<file path="config.mk">
export PLATFORM = sky130hd
export DESIGN_NAME = apb3_to_ahbl_bridge
export DESIGN_NICKNAME = d
export VERILOG_FILES = /design/src/rtl/apb_ahb_bridge_pkg.sv /design/src/rtl/apb3_to_ahbl_bridge.sv
export SDC_FILE = /design/constraint.sdc
export NUM_CORES = 1
export LEC_CHECK = 0
export CORE_UTILIZATION = 42
export CTS_CLUSTER_DIAMETER = 200
export DETAILED_ROUTE_END_ITERATION = 16
export PLACE_DENSITY = 0.86
export SYNTH_ARGS = -nofsm -noshare
export SYNTH_HDL_FRONTEND = slang
export SYNTH_SLANG_ARGS = --single-unit
</file>
<file path="constraint.sdc">
create_clock -name HCLK -period 3.4 [get_ports HCLK]
set_clock_uncertainty 0.15 [all_clocks]
set_input_delay 0.68 -clock HCLK [delete_from_list [all_inputs] [get_ports HCLK]]
set_output_delay 0.68 -clock HCLK [all_outputs]
set_load 0.01 [all_outputs]
</file>
<file path="src/rtl/apb_ahb_bridge_pkg.sv">
// Shared types and AHB-Lite encodings for the APB3-to-AHB-Lite bridge.
package apb_ahb_bridge_pkg;

  typedef enum logic [1:0] {
    ST_IDLE = 2'd0,
    ST_ADDR = 2'd1,
    ST_DATA = 2'd2,
    ST_RESP = 2'd3
  } state_t;

  localparam logic [1:0] HTRANS_IDLE   = 2'b00;
  localparam logic [1:0] HTRANS_NONSEQ = 2'b10;
  localparam logic [2:0] HSIZE_WORD    = 3'b010;
  localparam logic [2:0] HBURST_SINGLE = 3'b000;
  localparam logic [1:0] HRESP_OKAY    = 2'b00;
  localparam logic [1:0] HRESP_ERROR   = 2'b01;

  function automatic logic [31:0] word_align(input logic [31:0] addr);
    return {addr[31:2], 2'b00};
  endfunction

endpackage

</file>
<file path="src/rtl/apb3_to_ahbl_bridge.sv">
// APB3 completer that replays each APB transfer as one single-beat AHB-Lite word transfer.
// Optional posted writes are enabled by defining APB2AHB_WPOST_EN.
module apb3_to_ahbl_bridge
  import apb_ahb_bridge_pkg::*;
#(
  parameter int          APB_AWIDTH = 32,
  parameter logic [31:0] AHB_BASE   = 32'h0000_0000,
  parameter logic [3:0]  HPROT_VAL  = 4'b0011
) (
  input  logic                  HCLK,
  input  logic                  HRESETN,
  input  logic                  PSEL,
  input  logic                  PENABLE,
  input  logic [APB_AWIDTH-1:0] PADDR,
  input  logic                  PWRITE,
  input  logic [31:0]           PWDATA,
  output logic [31:0]           PRDATA,
  output logic                  PREADY,
  output logic                  PSLVERR,
  output logic [31:0]           HADDR,
  output logic [1:0]            HTRANS,
  output logic                  HWRITE,
  output logic [2:0]            HSIZE,
  output logic [2:0]            HBURST,
  output logic [3:0]            HPROT,
  output logic [31:0]           HWDATA,
  input  logic [31:0]           HRDATA,
  input  logic                  HREADY,
  input  logic [1:0]            HRESP,
  output logic                  POSTED_ERR,
  output logic [1:0]            dbg_state
);

  // Handshake: an APB transfer is accepted from IDLE whenever PSEL is high
  // (setup or missed setup); PREADY pulses for exactly one cycle to end it.
  // On AHB, NONSEQ is held until HREADY=1 accepts the address; the data
  // phase ends on the next HREADY=1.

  state_t      state_q, state_d;
  logic [31:0] haddr_q, haddr_d;
  logic [1:0]  htrans_q, htrans_d;
  logic        hwrite_q, hwrite_d;
  logic [31:0] hwdata_q, hwdata_d;
  logic [31:0] prdata_q, prdata_d;
  logic        pready_q, pready_d;
  logic        pslverr_q, pslverr_d;
  logic        err_q, err_d;
  logic [31:0] paddr_ext;
  logic        unused_ok;

`ifdef APB2AHB_WPOST_EN
  logic        posted_q, posted_d;
  logic        posted_err_q, posted_err_d;
`endif

  assign paddr_ext = 32'(PADDR);
  assign unused_ok = HRESP[1];

  always_comb begin
    state_d   = state_q;
    haddr_d   = haddr_q;
    htrans_d  = htrans_q;
    hwrite_d  = hwrite_q;
    hwdata_d  = hwdata_q;
    prdata_d  = prdata_q;
    pready_d  = 1'b0;
    pslverr_d = 1'b0;
    err_d     = err_q;
`ifdef APB2AHB_WPOST_EN
    posted_d     = posted_q;
    posted_err_d = posted_err_q;
`endif

    case (state_q)
      ST_IDLE: begin
        if (PSEL) begin
          haddr_d  = word_align(AHB_BASE + paddr_ext);
          hwrite_d = PWRITE;
          hwdata_d = PWDATA;
          htrans_d = HTRANS_NONSEQ;
          state_d  = ST_ADDR;
`ifdef APB2AHB_WPOST_EN
          // A posted write is acknowledged now; the AHB side finishes on its own.
          posted_d = PWRITE;
          pready_d = PWRITE;
          if (PWRITE) prdata_d = 32'h0;
`endif
        end
      end

      ST_ADDR: begin
        if (HREADY) begin
          htrans_d = HTRANS_IDLE;
          err_d    = 1'b0;
          state_d  = ST_DATA;
        end
      end

      ST_DATA: begin
        if (!HREADY) begin
          // First cycle of the two-cycle ERROR response.
          if (HRESP[0]) err_d = 1'b1;
        end else begin
`ifdef APB2AHB_WPOST_EN
          if (posted_q) begin
            posted_err_d = posted_err_q | err_q | HRESP[0];
            posted_d     = 1'b0;
            state_d      = ST_IDLE;
          end else begin
`else
          begin
`endif
            prdata_d  = (hwrite_q || HRESP[0]) ? 32'h0 : HRDATA;
            pslverr_d = err_q | HRESP[0];
            pready_d  = 1'b1;
            state_d   = ST_RESP;
          end
        end
      end

      ST_RESP: begin
        state_d = ST_IDLE;
      end

      default: begin
        state_d = ST_IDLE;
      end
    endcase
  end

  always_ff @(posedge HCLK or negedge HRESETN) begin
    if (!HRESETN) begin
      state_q   <= ST_IDLE;
      haddr_q   <= 32'h0;
      htrans_q  <= HTRANS_IDLE;
      hwrite_q  <= 1'b0;
      hwdata_q  <= 32'h0;
      prdata_q  <= 32'h0;
      pready_q  <= 1'b0;
      pslverr_q <= 1'b0;
      err_q     <= 1'b0;
    end else begin
      state_q   <= state_d;
      haddr_q   <= haddr_d;
      htrans_q  <= htrans_d;
      hwrite_q  <= hwrite_d;
      hwdata_q  <= hwdata_d;
      prdata_q  <= prdata_d;
      pready_q  <= pready_d;
      pslverr_q <= pslverr_d;
      err_q     <= err_d;
    end
  end

`ifdef APB2AHB_WPOST_EN
  always_ff @(posedge HCLK or negedge HRESETN) begin
    if (!HRESETN) begin
      posted_q     <= 1'b0;
      posted_err_q <= 1'b0;
    end else begin
      posted_q     <= posted_d;
      posted_err_q <= posted_err_d;
    end
  end

  assign POSTED_ERR = posted_err_q;
`else
  assign POSTED_ERR = 1'b0;
`endif

  assign HADDR     = haddr_q;
  assign HTRANS    = htrans_q;
  assign HWRITE    = hwrite_q;
  assign HWDATA    = hwdata_q;
  assign HSIZE     = HSIZE_WORD;
  assign HBURST    = HBURST_SINGLE;
  assign HPROT     = HPROT_VAL;
  assign PRDATA    = prdata_q;
  assign PREADY    = pready_q;
  assign PSLVERR   = pslverr_q;
  assign dbg_state = state_q;

endmodule

</file>
# ---- Yosys cells after proc, flatten, opt, wreduce, memory -nomap -nowiden
# Cells that the tools add are included.
dict set report totals {
  register_bits 102
  latch_bits 0
  ramBits 0
  mem_bits_ro 0
  in_bits 104
  out_inout_bits 114
  wordCells 43
  memories 0
}
dict set report op_classes {
  add_sub_neg 0
  multipliers 0
  div 0
  magnitude_cmp 0
  n_eq_ne 8
  n_shift 0
  n_mux 16
  bitwise_logic 1
  n_reduce_logical 9
}
# op n
set op_table {}
lappend op_table {{$mux 32} 1}
lappend op_table {{$mux 2} 5}
lappend op_table {{$ne 2x2->1 const B} 5}
lappend op_table {{$pmux 2 s4} 1}
lappend op_table {{$mux 1} 7}
lappend op_table {{$reduce_and 3->1} 2}
lappend op_table {{$eq 2x2->1 const B} 2}
lappend op_table {{$pmux 2 s2} 1}
lappend op_table {{$reduce_and 2->1} 2}
lappend op_table {{$reduce_and 4->1} 1}
lappend op_table {{$reduce_bool 2->1} 2}
lappend op_table {{$eq 2x1->1 const B} 1}
lappend op_table {{$logic_not 2->1} 1}
lappend op_table {{$pmux 1 s2} 1}
lappend op_table {{$logic_or 1x1->1} 1}
lappend op_table {{$or 1x1->1} 1}

# ---- Depth between registers and ports, before layout
dict set report logic_depth {
  ltp_word 3
  ltp_mapped 6
  depth_no_buf 5
}

# ---- Least setup slack after synthesis
# No wires, ideal clock.
dict set report synth_path {
  path_type {flip-flop to flip-flop}
  start {register state_q[0], in the netlist dbg_state[0]}
  end {register haddr_q[10], in the netlist HADDR[10]}
  setup_ps 125
  arrival_ps 1464
  t_required_ps 3125
  path_slack_ps 1661
  path_stages_with_launch 6
  path_buffers 1
  period_less_slack_ps 1739
  path_cell_list {dfrtp_1 inv_1 ha_1 nand2_2 buf_2 mux2_2}
}
dict set report synth_between {
  elab_chain_cells 2
}
# element line_no
set synth_lines {}
lappend synth_lines {{start, declared} apb3_to_ahbl_bridge.sv:39} ;# state_t state_q, state_d;
lappend synth_lines {{start signal, assigned} apb3_to_ahbl_bridge.sv:143} ;# state_q <= state_d;
lappend synth_lines {{$logic_not 2->1} apb3_to_ahbl_bridge.sv:74} ;# case (state_q)
lappend synth_lines {{$reduce_and 2->1 (no source line)} n/a}
lappend synth_lines {{end signal, assigned} apb3_to_ahbl_bridge.sv:144} ;# haddr_q <= haddr_d;
lappend synth_lines {{end, declared} apb3_to_ahbl_bridge.sv:40} ;# logic [31:0] haddr_q, haddr_d;
# Every way passes these cells.
# A chain may end at the register's enable or synchronous reset.

# ---- Worst setup path in the final report
dict set report layout_path {
  start {register state_q[1], in the netlist dbg_state[1]}
  end {output port dbg_state[1]}
}
# element line_no
set layout_lines {}
lappend layout_lines {{end, declared} apb3_to_ahbl_bridge.sv:31} ;# output logic [1:0] dbg_state
# No word-level cell between the ends.

==> impl_metrics.csv <==
group,metric,value,unit
timing,drv_slew,0,
routing,first_iter_violations,91,
routing,drt_wl_total,9.47,mm
routing,vias,2816,
critical_path,worstPathRequired,2.57,ns
finish,fin_nets,564,
critical_path,worstPathArrival,1.38,ns
global_route,antenna_found_initial,0,
global_route,grt_pass1_wl,15.0,mm
yosys,synthesis.area,3930,um^2
clock_network,cts_buffers,9,
timing,post-route-period-util,65.0,%
yosys,synth_top_area_share,64.2,%
yosys,yosysSeqAreaShare,64.2,%
clock_network,cts_root_buf,"clkbuf_8",
critical_path,crit_chain,"clkdlybuf4s50_1",
clock_network,clock_sinks,101,
clock_network,cts_tree,"done",
finish,drive_gt1_share,19.2,%
clock_network,clk_path_buf_depth,2,
timing,tightest_slew,0.658,ns
clock_network,clk-insertion-delay-late,0.35,ns
critical_path,worstSetupStartpointType,"register",
timing,period_minus_slack,2.21,ns
finish,register_area,2530,um^2
power_and_ir_drop,power.density,901,nW/um^2
routing,antenna_left,0,
yosys,synthCells,254,
timing,fin_ws,1.19,ns
timing,rsz0062_at_grt,"false",
global_route,grt_max_degree,64,
run,drv_cap,0,
power_and_ir_drop,power,0.00556,W
clock_network,ctsHoldBuffers,0,
hold_path,hp-class,"in2async",
routing,drcViolationCount,0,
yosys,yosys_warnings,0,
floorplanning,rows,34,
routing,wl_per_cell,16.7,um
floorplanning,core,8890,um^2
routing,vias_per_cell,4.97,
critical_path,slowest_stage,"clkdlybuf4s50_1",
yosys,ys_seq_elements,101,
timing,setup_viol,0,
placed_design,dp_hpwl,7.01,mm
global_route,grt_usage,19.7,%
clock_network,h-tree-depth,3,
yosys,syn_area_per_cell,15.5,um^2
clock_network,cts_setup_buffers,0,
routing,drt_pass1_iterations,4,
placed_design,gp_congestion,0.727,
critical_path,end_kind,"primary output",
placed_design,dp.cells,551,
finish,finalNonFillerCells,567,
placed_design,place_ws,1.09,ns
timing,hold_viol_final,0,
power_and_ir_drop,peakVddDrop,0.473,mV
timing,tns,0,ns
floorplanning,die_w,98.8,um
floorplanning,start_util,44.2,%
floorplanning,dieArea,9760,um^2
timing,slew-limit-headroom,56.1,%
floorplanning,die_h,98.8,um
critical_path,crit_type,"reg2out",
yosys,synth.distinct_cells,22,
critical_path,cp_slowest_stage_delay,0.59,ns
finish,fillerInstances,638,
placed_design,port_buffers,199,
critical_path,path_buf_inv,1,
finish,multi_input_area,1260,um^2
finish,area_delta_synth_final,56.8,%
clock_network,clk_pin_slew_worst_paths,0.10,ns
critical_path,cp_top_family,"buffers and inverters",
yosys,synthTopCellsByArea,"dfrtp_1 64%, mux2_2 18%, a22o_1 7.1%, buf_4 2.7%, ha_1 1.9%",
floorplanning,io_pins,218,
critical_path,cp_max_fo,5,
yosys,yosysTopAreaCell,"dfrtp_1",
global_route,first_global_vias,2956,
run_status,outcome,"finished, final reports clean",
clock_network,ctsResizeCount,0,
power_and_ir_drop,p_leak,2.69,nW
finish,antennaDiodeCount,0,
timing,timing.fmax,453,MHz
global_route,grt_overflow,0,
==> metrics by stage <==
step / util [%] / hold slack [ns] / instance area, um^2
3_5_place_dp: 67.2 / 0.340 / 5980
3_3_place_gp: 67.2 / 0.335 / 5980
5_1_grt: 69.4 / 0.226 / 6170
2_1_floorplan: - / 0.234 / 3980
4_1_cts: 69.4 / 0.214 / 6170
6_report: 69.4 / 0.193 / 6170
==> state kept, by name, summed over array words and instances, names as in the netlist <==
| register | flops |
|---|---|
| HWDATA | 32 |
| PRDATA | 32 |
| HADDR | 30 |
| dbg_state | 2 |
| HTRANS | 1 |
| HWRITE | 1 |
| PREADY | 1 |
| PSLVERR | 1 |
| err_q | 1 |
==> synthesized netlist by cell type, drive strengths merged <==
cell	n
a21o	1
a22o	32
a31oi	1
buf	23
clkbuf	3
conb	2
dfrtp	101
ha	6
inv	3
mux2	64
mux2i	1
nand2	5
nand2b	2
nand4	1
nor2	3
nor3	1
nor3b	1
o211a	2
o21ai	2
==> worst register-to-register path, cell delays in order, from the launching register on <==
cell and delay, ns:
dfrtp_1 0.42, inv_1 0.14, ha_1 0.28, nand2_2 0.10
buf_12 0.30, mux2_2 0.40
==> cell usage in the layout, fill, tap and decap left out <==
cell               n
clkdlybuf4s50_1  198
clkinv_2           1
buf_12             2
mux2i_1            1
nor2_1             3
a21o_1             1
inv_1              3
inv_6              4
buf_4              3
nor3b_1            1
a31oi_1            1
conb_1            14
o21ai_0            2
dfrtp_1          101
nand2_2            2
nand4_1            1
nor3_4             1
clkbuf_8          11
nand2b_1           2
ha_1               6
o211a_1            2
a22o_1            32
mux2_2            64
nand2_1            3
==> power by group <==
group          internal, W  total [W]  switching, W
Clock             0.000317   0.000740      0.000423
Sequential         0.00181    0.00214      0.000327
Combinational      0.00169    0.00268      0.000994
Total              0.00381    0.00556       0.00174
==> area by class of cell <==
cell class,count,area share [%]
Sequential cell,101,41.0
Timing Repair Buffer,203,33.1
Multi-Input combinational cell,136,20.4
Clock buffer,11,2.45
Tap cell,108,2.19
Clock inverter,5,0.649
Inverter,3,0.183
==> cells by family after synthesis <==
logic type	after synthesis	synth area share (%)
AOI/OAI and AO/OA	38	8.24
DFF	101	64.2
buffers and inverters	29	4.87
and+or+nand+nor	13	1.97
adders and majority gates	6	1.91
other	2	0.191
muxes	65	18.6
==> worst paths after layout <==
path | endpoint | startpoint | cells past startpoint | slack, ns
min in group HCLK | HWDATA[11] | HWDATA[11] | 1 | 0.36
min | PRDATA[2] | HRESETN | 1 | 0.19
max in group asynchronous | HWDATA[16] | HRESETN | 2 | 2.19
max | dbg_state[1] | dbg_state[1] | 1 | 1.19
min reg2reg | HWDATA[11] | HWDATA[11] | 1 | 0.36
max reg2reg | HADDR[3] | dbg_state[0] | 5 | 1.50
==> metal layers <==
layer | up-vias | GRT usage, % | share of wire (%)
li1 | 1276 | - | -
met4 | 0 | 5.86 | 1.3
met5 | - | 0 | 0
met3 | 14 | 5.11 | 6.9
met2 | 142 | 35.4 | 53
met1 | 1384 | 23.0 | 39
(Power assumes the default switching activity.)
